## config.mk

```make
export PLATFORM = sky130hd
export DESIGN_NAME = key_filter_multi
export DESIGN_NICKNAME = d
export VERILOG_FILES = /design/src/rtl/key_filter_multi.sv
export SDC_FILE = /design/constraint.sdc
export NUM_CORES = 1
export LEC_CHECK = 0
export CORE_ASPECT_RATIO = 1.75
export CORE_MARGIN = 2
export CORE_UTILIZATION = 35
export DETAILED_ROUTE_END_ITERATION = 8
export GPL_TIMING_DRIVEN = 0
export MAX_ROUTING_LAYER = met4
export PLACE_DENSITY = 0.48
export SYNTH_ARGS = -nofsm -noshare
export SYNTH_HDL_FRONTEND = slang
export SYNTH_SLANG_ARGS = --single-unit
```

## constraint.sdc

```tcl
create_clock -name clk -period 2.5 [get_ports clk]
set_input_delay 0.5 -clock clk [delete_from_list [all_inputs] [get_ports clk]]
set_output_delay 0.5 -clock clk [all_outputs]
set_load 0.1 [all_outputs]
```

## src/rtl/key_filter_multi.sv

```systemverilog
// key_filter_multi
// Multi-channel debouncer for active-low mechanical keys. Each channel
// synchronises its raw key, then qualifies level changes with a debounce
// counter, and reports them as a stable level plus one-cycle event pulses.
// Channels share nothing but the clock and reset.
//
// Ports:
//   clk          system clock, all logic on the rising edge
//   rst_n        asynchronous active-low reset
//   key_in       raw asynchronous keys, active-low (0 = pressed)
//   key_out      debounced stable level per channel, active-low
//   key_press    one-cycle pulse per confirmed press
//   key_release  one-cycle pulse per confirmed release
//   key_long     one-cycle pulse once a press has been held LONG_NUM+1
//                cycles after confirmation
module key_filter_multi #(
    parameter int N_KEYS   = 4,
    parameter int CNT_NUM  = 999_999,
    parameter int LONG_NUM = 49_999_999,
    parameter int CNT_W    = 26
) (
    input  logic              clk,
    input  logic              rst_n,
    input  logic [N_KEYS-1:0] key_in,
    output logic [N_KEYS-1:0] key_out,
    output logic [N_KEYS-1:0] key_press,
    output logic [N_KEYS-1:0] key_release,
    output logic [N_KEYS-1:0] key_long
);

    typedef enum logic [1:0] {
        IDLE       = 2'd0,
        PRESS_FILT = 2'd1,
        HELD       = 2'd2,
        REL_FILT   = 2'd3
    } state_e;

    localparam logic [CNT_W-1:0] DEB_MAX  = CNT_W'(CNT_NUM);
    localparam logic [CNT_W-1:0] HOLD_MAX = CNT_W'(LONG_NUM);
    localparam logic [CNT_W-1:0] CNT_ONE  = CNT_W'(1);

    for (genvar i = 0; i < N_KEYS; i++) begin : g_ch
        logic             sync1;
        logic             ks;
        state_e           state;
        logic [CNT_W-1:0] deb_cnt;
        logic [CNT_W-1:0] hold_cnt;
        logic             long_done;
        logic             out_r;
        logic             press_r;
        logic             rel_r;
        logic             long_r;

        // Synchroniser resets to the released level so that a key held
        // through reset is seen as a fresh press afterwards.
        always_ff @(posedge clk or negedge rst_n) begin
            if (!rst_n) begin
                sync1 <= 1'b1;
                ks    <= 1'b1;
            end else begin
                // NOTE: non-blocking assignments make both flops sample the
                // pre-edge values, giving a true two-stage pipeline.
                sync1 <= key_in[i];
                ks    <= sync1;
            end
        end

        always_ff @(posedge clk or negedge rst_n) begin
            if (!rst_n) begin
                state     <= IDLE;
                deb_cnt   <= '0;
                hold_cnt  <= '0;
                long_done <= 1'b0;
                out_r     <= 1'b1;
                press_r   <= 1'b0;
                rel_r     <= 1'b0;
                long_r    <= 1'b0;
            end else begin
                // Event outputs are single-cycle unless re-armed below.
                press_r <= 1'b0;
                rel_r   <= 1'b0;
                long_r  <= 1'b0;

                case (state)
                    IDLE: begin
                        out_r <= 1'b1;
                        if (!ks) begin
                            state   <= PRESS_FILT;
                            deb_cnt <= '0;
                        end
                    end

                    PRESS_FILT: begin
                        if (ks) begin
                            state   <= IDLE;
                            deb_cnt <= '0;
                        end else if (deb_cnt == DEB_MAX) begin
                            state     <= HELD;
                            out_r     <= 1'b0;
                            press_r   <= 1'b1;
                            deb_cnt   <= '0;
                            hold_cnt  <= '0;
                            long_done <= 1'b0;
                        end else begin
                            deb_cnt <= deb_cnt + CNT_ONE;
                        end
                    end

                    HELD: begin
                        out_r <= 1'b0;
                        if (ks) begin
                            state   <= REL_FILT;
                            deb_cnt <= '0;
                        end else if (hold_cnt != HOLD_MAX) begin
                            hold_cnt <= hold_cnt + CNT_ONE;
                        end else if (!long_done) begin
                            // Hold counter is saturated; long_done keeps the
                            // pulse to one per press, surviving release bounces.
                            long_r    <= 1'b1;
                            long_done <= 1'b1;
                        end
                    end

                    REL_FILT: begin
                        if (!ks) begin
                            // Bounce: resume holding without touching hold_cnt.
                            state <= HELD;
                        end else if (deb_cnt == DEB_MAX) begin
                            state    <= IDLE;
                            out_r    <= 1'b1;
                            rel_r    <= 1'b1;
                            deb_cnt  <= '0;
                            hold_cnt <= '0;
                        end else begin
                            deb_cnt <= deb_cnt + CNT_ONE;
                        end
                    end

                    default: begin
                        state    <= IDLE;
                        out_r    <= 1'b1;
                        deb_cnt  <= '0;
                        hold_cnt <= '0;
                    end
                endcase
            end
        end

        assign key_out[i]     = out_r;
        assign key_press[i]   = press_r;
        assign key_release[i] = rel_r;
        assign key_long[i]    = long_r;
    end

endmodule

```

==> results.md <==
* Crit Path Class: reg -> reg
* Initial Utilization at 35.3%
* Nets at between 1500 and 2000
* Inserted Clock Buffers at 28
* Final slew viol count at 0
* Worst-path clk slew at about 0.060 ns
* Clock latency on the worst-skew pair at 0.56 ns
* Syn. warnings at 0
* Critical Path AT at 2.91 ns
* Peak Freq at 413 MHz
* Post-Syn Area at around 0.014 mm^2
* Fillers at around 4000
* Die Span X at roughly 150 um
* Crit path capture type: flop
* Buffers on Ports at 21
* Final design area excluding fillers at 0.0162 mm^2
* Share of cells above drive strength 1 at 13.3%
* Worst path max stage delay at 0.56 ns
* CTS Buffer Depth at 3
* Hold path depth at 0
* HP Start: g_ch[1].sync1
* WL per Instance at 17.2 um
* Worst clock skew at roughly 0.013 ns
* Critical R2R Capture: g_ch[3].hold_cnt[4]
* Reg2Reg Depth at 6
* Outcome: complete, no violations
* Post-Syn Area per Cell at 8.91 um^2
* Antenna violations before repair at 0
* Synth Register Bits at 244
* Largest net degree at the start of global routing at 96
* First-pass GRT wire length at ~60000 um
* # diodes at 0
* RSZ-0062 raised after global routing: yes
* Crit-path slowest cell: or4b_4
* Clk root buf: clkbuf_16
* Worst path cell trace: or4b_4, or3_4, o21ai_4, nand2_4, or4_1, nand3_1
* DRC at 0
* I/O pin count at 22
* Detail Placement HPWL at 25700 um
* Total congestion overflow at 0
* Endpoints failing setup at 0
* Top-count cell post-synth: dfrtp_1
* Via count at 11800
* Final Hold Fails at 0
* Post-synth top area share at 42.3%
* DRT Pass-1 Iters at 5
* Worst-margin pin slew at 0.962 ns
* Syn_nets at 1575
* Reg2reg start: g_ch[3].deb_cnt[23]
* Cell taking the most area after synthesis: dfrtp_1
* DRT iter0 DRCs at 639
* Die height at 266 um
* Top post-synthesis cells by area: dfrtp_1, nand2_1, nor2_1
* Min-Delay Path Class: reg -> reg
* P_leak at 0.00684 uW
* Synth Flop Type: dfrtp_1
* DP Area at 0.0146 mm^2
* FF+latch area at slightly above 0.006 mm^2
* CTS tree: done
* Core footprint at 0.0389 mm^2
* Commonest cells in the netlist: dfrtp_1, nand2_1, nor2_1
* Clock Sinks at 244
* Synthesis-to-finish area growth at 18.1%
* Post-synthesis sequential area ratio at 44.6%
* Synth async-reset ratio at 100%
* Fin crit share at 96.8%
* Post-Synthesis Cells at 1542
* Tmin final at approximately 2.4 ns
* Tot GR Track Use at between 10% and 20%
* CTS H-tree depth at 1
* RD Place Congestion at 0.873
* Power Density at between 800 and 900 mW/mm^2
* Final wirelength at 36600 um
* Area of the multi-input gates at approximately 0.0074 mm^2
* Setup TNS at 0 ns
* Hold endpoint: g_ch[1].ks
* Max-capacitance violation count at 0
* Drt via density at 5.53
* Die Area at 0.0409 mm^2
* WP data required at 2.99 ns
* Slew margin rel. at 36.1%
* Site row count at 96
* Vias in the first global route at 12100
* Register-to-register setup slack at about 0.079 ns
* Worst VDD drop at 0.662 mV
* Post-synth EDFFs at 0
* CP Launch Type: flop
* Final ANT Viol Nets at 0
* Crit path max fanout at 7
* Distinct cells, synth at 72
-- logic make-up (layout without fill, tap and decap cells) --
kind of cell | count (synthesis) | after routing | share of synthesized area, %
fa+ha+maj | 27 | 27 | 2.46
xor+xnor | 88 | 88 | 5.61
compound gates | 253 | 253 | 11.6
flops | 244 | 244 | 44.6
mux | 16 | 16 | 1.21
buf+inv | 108 | 200 | 3.60
simple gates | 806 | 806 | 31.0
-- cell type report --
class                      instances  area share, %
tap                              490           3.78
buffer                            68           2.41
clock buffer                      40           5.22
multi-input combinational       1190           45.8
clock inverter                    12           1.35
sequential                       244           37.8
inverter                          32          0.764
timing repair buffer              48           2.85
-- metrics by stage --
| step | setup slack (ns) | std cells | utilization (%) | power, uW | hold slack, ns |
|---|---|---|---|---|---|
| floorplan | 0.0309 | 1542 | - | 7370 | 0.204 |
| global placement | -10.48 | 2053 | 37.4 | 8750 | 0.347 |
| detailed placement | -0.699 | 2055 | 37.6 | 8770 | 0.348 |
| CTS | 0.00261 | 2118 | 41.1 | 13900 | 0.322 |
| global route | -0.0341 | 2124 | 41.7 | 14800 | 0.332 |
| finish | 0.0794 | 2124 | 41.7 | 14000 | 0.355 |
-- routing by layer --
metal,vias up,global-route usage [%],routed length [um]
met3,70,2.05,882
met2,168,36.0,20600
met4,0,6.37,1030
met5,-,-,0
li1,5726,-,-
met1,5792,18.1,14000
-- layout by cell type (no fill, tap or decap), types with 11 or more instances in the layout --
cell type | synthesis | final
or4_1 | 23 | 22
dfrtp_1 | 232 | 228
buf_4 | 18 | 43
dlygate4sd2_1 | 0 | 12
dfstp_2 | 12 | 12
mux2i_1 | 11 | 11
nand4_1 | 64 | 64
xor2_1 | 58 | 58
and4_1 | 25 | 25
and2_1 | 18 | 19
o31ai_1 | 28 | 28
a21oi_1 | 40 | 38
or3_1 | 11 | 11
a22o_1 | 12 | 12
nor2_1 | 158 | 155
nor3_1 | 31 | 25
nand4b_1 | 12 | 12
o21ai_0 | 102 | 98
nand3_1 | 118 | 117
and3_1 | 59 | 59
ha_1 | 27 | 23
nor2b_1 | 12 | 12
buf_2 | 10 | 11
nor4_1 | 30 | 23
clkbuf_16 | 0 | 29
clkbuf_1 | 43 | 22
nand2_1 | 180 | 178
inv_1 | 32 | 31
xnor2_1 | 30 | 30
-- worst max-delay path, delay by kind of cell, from the launching register on --
family             cells  cell delay, ns
and+or+nand+nor        5            1.69
AOI/OAI and AO/OA      1            0.27
DFF                    1            0.40
-- worst max path at each step --
stage | startpoint | endpoint | slack [ns]
2_1_floorplan | g_ch[0].state[0] | g_ch[0].hold_cnt[5] | 0.03
3_5_place_dp | g_ch[3].state[0] | g_ch[3].hold_cnt[0] | -0.70
6_report | g_ch[3].deb_cnt[23] | g_ch[3].hold_cnt[4] | 0.08
4_1_cts | g_ch[2].deb_cnt[23] | g_ch[2].hold_cnt[8] | 0.003
5_1_grt | g_ch[0].deb_cnt[10] | g_ch[0].hold_cnt[9] | -0.03
3_3_place_gp | rst_n | g_ch[3].deb_cnt[21] | -10.48
-- registers in the layout, summed over array words and instances, names as in the netlist, named ones only --
signal	flops
g_ch.deb_cnt	104
g_ch.hold_cnt	104
g_ch.ks	4
g_ch.long_done	4
g_ch.long_r	4
g_ch.out_r	4
g_ch.press_r	4
g_ch.rel_r	4
g_ch.state	4
g_ch.sync1	4
-- power by group --
group          leakage [uW]  switching (uW)  internal, uW
Clock              0.000519            1750          2970
Combinational       0.00299            3270          1540
Sequential          0.00334             256          4210
Total               0.00684            5280          8720
-- what timing repair did --
| action | 4_1_cts | 5_1_grt |
|---|---|---|
| setup endpoints to repair | 190 | 159 |
| hold buffers | 1 | 0 |
| hold endpoints to repair | 60 | 0 |
| pin swaps | 8 | 8 |
| gates cloned | 0 | 0 |
| resized for setup | 75 | 52 |
| buffers inserted | 13 | 11 |
No activity file was read; power rests on OpenSTA's default activity.
